`src/rtl/pkt_fifo_pkg.sv`:
```
// Shared definitions for the packet FIFO controller: write-side FSM
// encoding and the default storage address width.
package pkt_fifo_pkg;

  // Default storage address width; depth is 2**PWIDHT_DEF words.
  localparam int PWIDHT_DEF = 2;

  // Write-side packet state.
  typedef enum logic [1:0] {
    ST_IDLE = 2'd0,  // no open packet
    ST_RECV = 2'd1,  // packet open, words written speculatively
    ST_DROP = 2'd2   // overflowed packet, swallowing its remaining words
  } wr_state_e;

endpackage

```
`src/rtl/pkt_fifo_ptr.sv`:
```
// FIFO pointer: pWIDHT+1 bits (address plus wrap bit), modulo
// 2**(pWIDHT+1). Load has priority over increment.
module pkt_fifo_ptr
  import pkt_fifo_pkg::*;
#(
  parameter int pWIDHT = PWIDHT_DEF
) (
  input  logic            iclk,
  input  logic            irst,
  input  logic            iinc,
  input  logic            iload,
  input  logic [pWIDHT:0] iload_val,
  output logic [pWIDHT:0] optr
);

  localparam logic [pWIDHT:0] ONE = {{pWIDHT{1'b0}}, 1'b1};

  // Pointer register: reset, reload or step by one.
  // NOTE: clocked state uses non-blocking assignments so every register
  // samples pre-edge values; blocking here would create order-dependent races.
  always_ff @(posedge iclk) begin
    if (irst) begin
      optr <= '0;
    end else if (iload) begin
      optr <= iload_val;
    end else if (iinc) begin
      optr <= optr + ONE;
    end
  end

endmodule

```
`src/rtl/pkt_fifo_ctrl.sv`:
```
// Packet FIFO controller. Words are written speculatively behind
// commit_ptr and only become visible to the reader once the packet's last
// word is accepted. A packet that overflows is rolled back and the rest of
// it is discarded.
// NOTE: the storage array lives outside this block and is never cleared;
// resetting the pointers alone makes any stale contents unreachable.
module pkt_fifo_ctrl
  import pkt_fifo_pkg::*;
#(
  parameter int pWIDHT = PWIDHT_DEF
) (
  input  logic              iclk,
  input  logic              irst,
  input  logic              iwr,
  input  logic              ilast,
  input  logic              ird,
  output logic              owr_en,
  output logic [pWIDHT-1:0] ow_addr,
  output logic [pWIDHT-1:0] or_addr,
  output logic              oempty,
  output logic              ofull,
  output logic [pWIDHT:0]   ocount,
  output logic              oovf
);

  localparam logic [pWIDHT:0] ONE       = {{pWIDHT{1'b0}}, 1'b1};
  localparam logic [pWIDHT:0] FULL_DIST = {1'b1, {pWIDHT{1'b0}}};

  logic [pWIDHT:0] wr_ptr, commit_ptr, rd_ptr;
  logic [pWIDHT:0] fill, commit_val;
  logic            wr_inc, wr_load, commit_load, ovf_evt, rd_acc, ovf_q;
  wr_state_e       state_q, state_d;

  // Status is derived from registered pointers only.
  assign fill       = wr_ptr - rd_ptr;
  assign ofull      = (fill == FULL_DIST);
  assign oempty     = (commit_ptr == rd_ptr);
  assign ocount     = commit_ptr - rd_ptr;
  assign ow_addr    = wr_ptr[pWIDHT-1:0];
  assign or_addr    = rd_ptr[pWIDHT-1:0];
  assign commit_val = wr_ptr + ONE;
  assign rd_acc     = ird && !oempty;
  assign oovf       = ovf_q;

  // Write FSM next state and write-side controls.
  // NOTE: every output gets a default before the case, so no path leaves a
  // signal unassigned and no latch is inferred.
  always_comb begin
    state_d     = state_q;
    owr_en      = 1'b0;
    wr_inc      = 1'b0;
    wr_load     = 1'b0;
    commit_load = 1'b0;
    ovf_evt     = 1'b0;
    unique case (state_q)
      ST_IDLE, ST_RECV: begin
        if (iwr && !irst) begin
          if (ofull) begin
            // Roll back the open packet and swallow whatever is left of it.
            wr_load = 1'b1;
            ovf_evt = 1'b1;
            state_d = ilast ? ST_IDLE : ST_DROP;
          end else begin
            owr_en = 1'b1;
            wr_inc = 1'b1;
            if (ilast) begin
              commit_load = 1'b1;
              state_d     = ST_IDLE;
            end else begin
              state_d = ST_RECV;
            end
          end
        end
      end
      ST_DROP: begin
        if (iwr && ilast) begin
          state_d = ST_IDLE;
        end
      end
      default: state_d = ST_IDLE;
    endcase
  end

  // FSM state and registered overflow pulse.
  always_ff @(posedge iclk) begin
    if (irst) begin
      state_q <= ST_IDLE;
      ovf_q   <= 1'b0;
    end else begin
      state_q <= state_d;
      ovf_q   <= ovf_evt;
    end
  end

  // Speculative write pointer; reloads from commit_ptr on overflow.
  pkt_fifo_ptr #(.pWIDHT(pWIDHT)) u_wr_ptr (
    .iclk      (iclk),
    .irst      (irst),
    .iinc      (wr_inc),
    .iload     (wr_load),
    .iload_val (commit_ptr),
    .optr      (wr_ptr)
  );

  // Commit pointer; jumps past the last word in the same edge wr_ptr steps.
  pkt_fifo_ptr #(.pWIDHT(pWIDHT)) u_commit_ptr (
    .iclk      (iclk),
    .irst      (irst),
    .iinc      (1'b0),
    .iload     (commit_load),
    .iload_val (commit_val),
    .optr      (commit_ptr)
  );

  // Read pointer; only moves over committed words.
  pkt_fifo_ptr #(.pWIDHT(pWIDHT)) u_rd_ptr (
    .iclk      (iclk),
    .irst      (irst),
    .iinc      (rd_acc),
    .iload     (1'b0),
    .iload_val ('0),
    .optr      (rd_ptr)
  );

endmodule

```
`config.mk`:
```
export PLATFORM = sky130hd
export DESIGN_NAME = pkt_fifo_ctrl
export DESIGN_NICKNAME = d
export VERILOG_FILES = /design/src/rtl/pkt_fifo_pkg.sv /design/src/rtl/pkt_fifo_ptr.sv /design/src/rtl/pkt_fifo_ctrl.sv
export SDC_FILE = /design/constraint.sdc
export NUM_CORES = 1
export LEC_CHECK = 0
export CORE_UTILIZATION = 45
export CTS_CLUSTER_SIZE = 20
export DETAILED_ROUTE_END_ITERATION = 7
export DONT_BUFFER_PORTS = 1
export PLACE_DENSITY = 0.59
export SKIP_LAST_GASP = 1
export SLEW_MARGIN = 20
export SYNTH_ARGS = -nofsm -noshare
export SYNTH_HDL_FRONTEND = slang
export SYNTH_HIERARCHICAL = 1
export SYNTH_SLANG_ARGS = --single-unit
export TNS_END_PERCENT = 10
```
`constraint.sdc`:
```
create_clock -name iclk -period 2.1 [get_ports iclk]
set_input_delay 0.21 -clock iclk [delete_from_list [all_inputs] [get_ports iclk]]
set_output_delay 0.21 -clock iclk [all_outputs]
set_load 0.01 [all_outputs]
```
==> flow_summary_export.csv <==
group,metric,value,unit
layout,multi_input_area,553.0,µm²
layout,drive_gt1_frac,0.1321,
global_route,grt_pass1_wl,2691,µm
cts,cts_buffers,3,
worst_setup_path,path_class,"flop to output port",
place,routabilityCongestion,0.7358,
logic_synthesis,synth_seq_area_share,0.3009,
layout,final_cell_mix,"inv_1 (14), conb_1 (13), dfxtp_1 (12)",
layout,fin_cells,122,
worst_setup_path,cpMaxStageDelayCell,"dfxtp_1",
route,routedWlPerCell,13.17,µm
route,drc,0,
pwr,p_leak,0.4431,nW
layout,area_growth,20.22,%
cts,cts.clk_slew.worst_paths,80,ps
layout,n_antenna_cell,0,
worst_setup_path,cpLargestDelayFamily,"simple AND/OR/NAND/NOR gates",
cts,tritoncts,"built",
place,dp.cells,116,
layout,nFillCells,151,
timing,final.setup_skew,1.242,ps
route,num_vias,622,
timing,hold_viol_final,0,
worst_setup_path,crit_fanout,5,
logic_synthesis,yosys.area.top_type_share,0.3009,
logic_synthesis,synth_fa_ha_area_frac,0.1505,
cts,cts_sinks,12,
pwr,powerDensity,760.7,nW/µm²
timing,setup_viol,0,
global_route,grt_pass1_vias,606,
pwr,total_power,0.0007300,W
worst_setup_path,crit-reg2reg-launch,"u_wr_ptr/optr[1]$_SDFFE_PP0P_",
floorplan,rows,14,
logic_synthesis,synth.cell_area,798.3,µm²
global_route,overflow,0,
layout,final_nets,121,
cts,clk_latency,280,ps
logic_synthesis,synthSimpleGateAreaFrac,0.1677,
layout,design_area,959.7,µm²
route,first_iter_violations,1,
route,firstDrtPassIters,2,
place,io_buffer_count,0,
hold_path,holdCritPathClass,"primary input to flop",
worst_setup_path,critical_path_buf_inv_count,1,
worst_setup_path,cp_cell_sequence,"ha_1 -> nor2b_1 -> xnor2_1 -> and3_1 -> nor2_2 -> buf_4",
layout,regArea,240.2,µm²
floorplan,ios,16,
floorplan,core_area,1577,µm²
logic_synthesis,synth_xor_area_frac,0.08777,
logic_synthesis,synth_seq_cells,12,
logic_synthesis,synth_mux_area_frac,0.03762,
worst_setup_path,critical-path-max-stage-delay,480,ps
logic_synthesis,synth_cell_types,22,
logic_synthesis,synth_top_family_by_area,"compound AO/OA/AOI/OAI gates",
route,post_drt_via_cell_ratio,5.098,
floorplan,start_util,0.5063,
place,dpl_cell_area,894.6,µm²
floorplan,die_h,44.12,µm
logic_synthesis,synth_compound_area_frac,0.1708,
layout,fin_util,0.6087,
outcome,status,"complete, no violations",
logic_synthesis,syn_avg_cell_area,9.503,µm²
place,pre_cts_slack,168.0,ps
timing,fin_crit,2025,ps
worst_setup_path,worst_setup_path_start_kind,"flop",
route,antenna_left,0,
timing,grt_setup_unrepaired,"true",
route,wl,1607,µm
logic_synthesis,synthTopCellsByArea,"dfxtp_1 (30%), ha_1 (13%), a211oi_1 (8.5%)",
logic_synthesis,postSynthCellCount,84,
cts,htree_levels,1,
worst_setup_path,cp_data_required_time,1890,ps
timing,drv_slew,0,
hold_path,min_from,"iwr",
logic_synthesis,ys.warnings.count,6,
logic_synthesis,synth_top_area_cell,"dfxtp_1",
cts,root_buffer,"clkbuf_4",
worst_setup_path,crit_path_end_kind,"output port",
cts,cts_buffer_depth,2,
flow_run,max_cap_viol_count,0,
global_route,grt_usage,0.1959,
global_route,grt_max_degree,9,
layout,final_common_cell,"inv_1",
global_route,antenna_found_initial,0,
place,hpwl,1130,µm
timing,max_freq,0.4938,GHz
floorplan,die_w,44.12,µm
worst_setup_path,worst_ep_arrival_time,1810,ps
timing,setup_ws,75.02,ps
pwr,peakVddDrop,0.4175,mV
floorplan,dieArea,1946,µm²
timing,fin_crit_sh,0.9643,
worst_setup_path,crit_start,"u_wr_ptr/optr[1]$_SDFFE_PP0P_",
## final timing paths
check	to	slack, ps	cells past startpoint
min reg2reg	state_q[0]$_SDFFE_PP0P_	480	2
max reg2reg	u_wr_ptr/optr[2]$_SDFFE_PP0P_	100	7
max	owr_en	80	6
min	oovf$_SDFF_PP0_	70	1
## power by group
group / switching (W) / internal (W)
logic: 0.000146 / 0.000111
clock network: 0.0000856 / 0.000106
registers: 0.0000276 / 0.000255
## synth_stat cells
library cell / count
a2111oi_0: 1
a2111oi_2: 3
a211oi_1: 9
a41o_1: 1
and3_1: 4
and4b_1: 3
buf_6: 1
conb_1: 1
dfxtp_1: 12
fa_1: 1
ha_1: 8
inv_1: 14
mux2i_1: 3
nand2_1: 1
nand3_1: 1
nand3b_1: 1
nor2_1: 2
nor2b_1: 8
nor3_1: 1
o21ai_1: 1
xnor2_1: 7
xor2_1: 1
## state kept, by name (all words and copies together) (netlist names)
| register | flops |
|---|---|
| state_q | 2 |
| oovf | 1 |
| u_rd_ptr/optr | 3 |
| u_wr_ptr/optr | 3 |
| u_commit_ptr/optr | 3 |
## what timing repair did
item	CTS	global route
endpoints found under the setup margin	1	3
buffers inserted	0	0
hold buffers	2	0
pin swaps	0	0
endpoints found under the hold margin	8	0
resized for setup	1	1
## layout make-up
| cell class | count | share of cell area |
|---|---|---|
| multi-input cells | 69 | 0.5763 |
| flip-flops and latches | 12 | 0.2503 |
| repair buffers | 7 | 0.05997 |
| inverters | 14 | 0.05476 |
| clock buffers | 4 | 0.03781 |
| well taps | 16 | 0.02086 |
## metal layers
layer | routed length (µm) | track usage | part of all wire | vias to the layer above
met4 | 31 | 0.1091 | 0.019 | 0
li1 | - | - | - | 324
met3 | 49 | 0.04898 | 0.030 | 5
met5 | 0 | 0 | 0 | -
met2 | 737 | 0.2941 | 0.46 | 8
met1 | 787 | 0.2563 | 0.49 | 285
## cells by family (layout without fill, tap and decap cells)
group | count (synthesis) | count (layout)
adders and majority gates | 9 | 9
AOI/OAI and AO/OA | 15 | 15
buffers and inverters | 15 | 25
DFF | 12 | 12
and+or+nand+nor | 21 | 21
xor gates and xnor gates | 8 | 8
other | 1 | 13
muxes | 3 | 3
## metrics by stage
stage | setup TNS (ps) | hold WS [ps]
3_3_place_gp | 0 | 284.9
4_1_cts | 0 | 59.72
5_1_grt | -96.33 | 70.82
3_5_place_dp | 0 | 288.2
6_report | 0 | 71.20
2_1_floorplan | -5.211 | 282.8
Power figures use the tool's default switching activity.
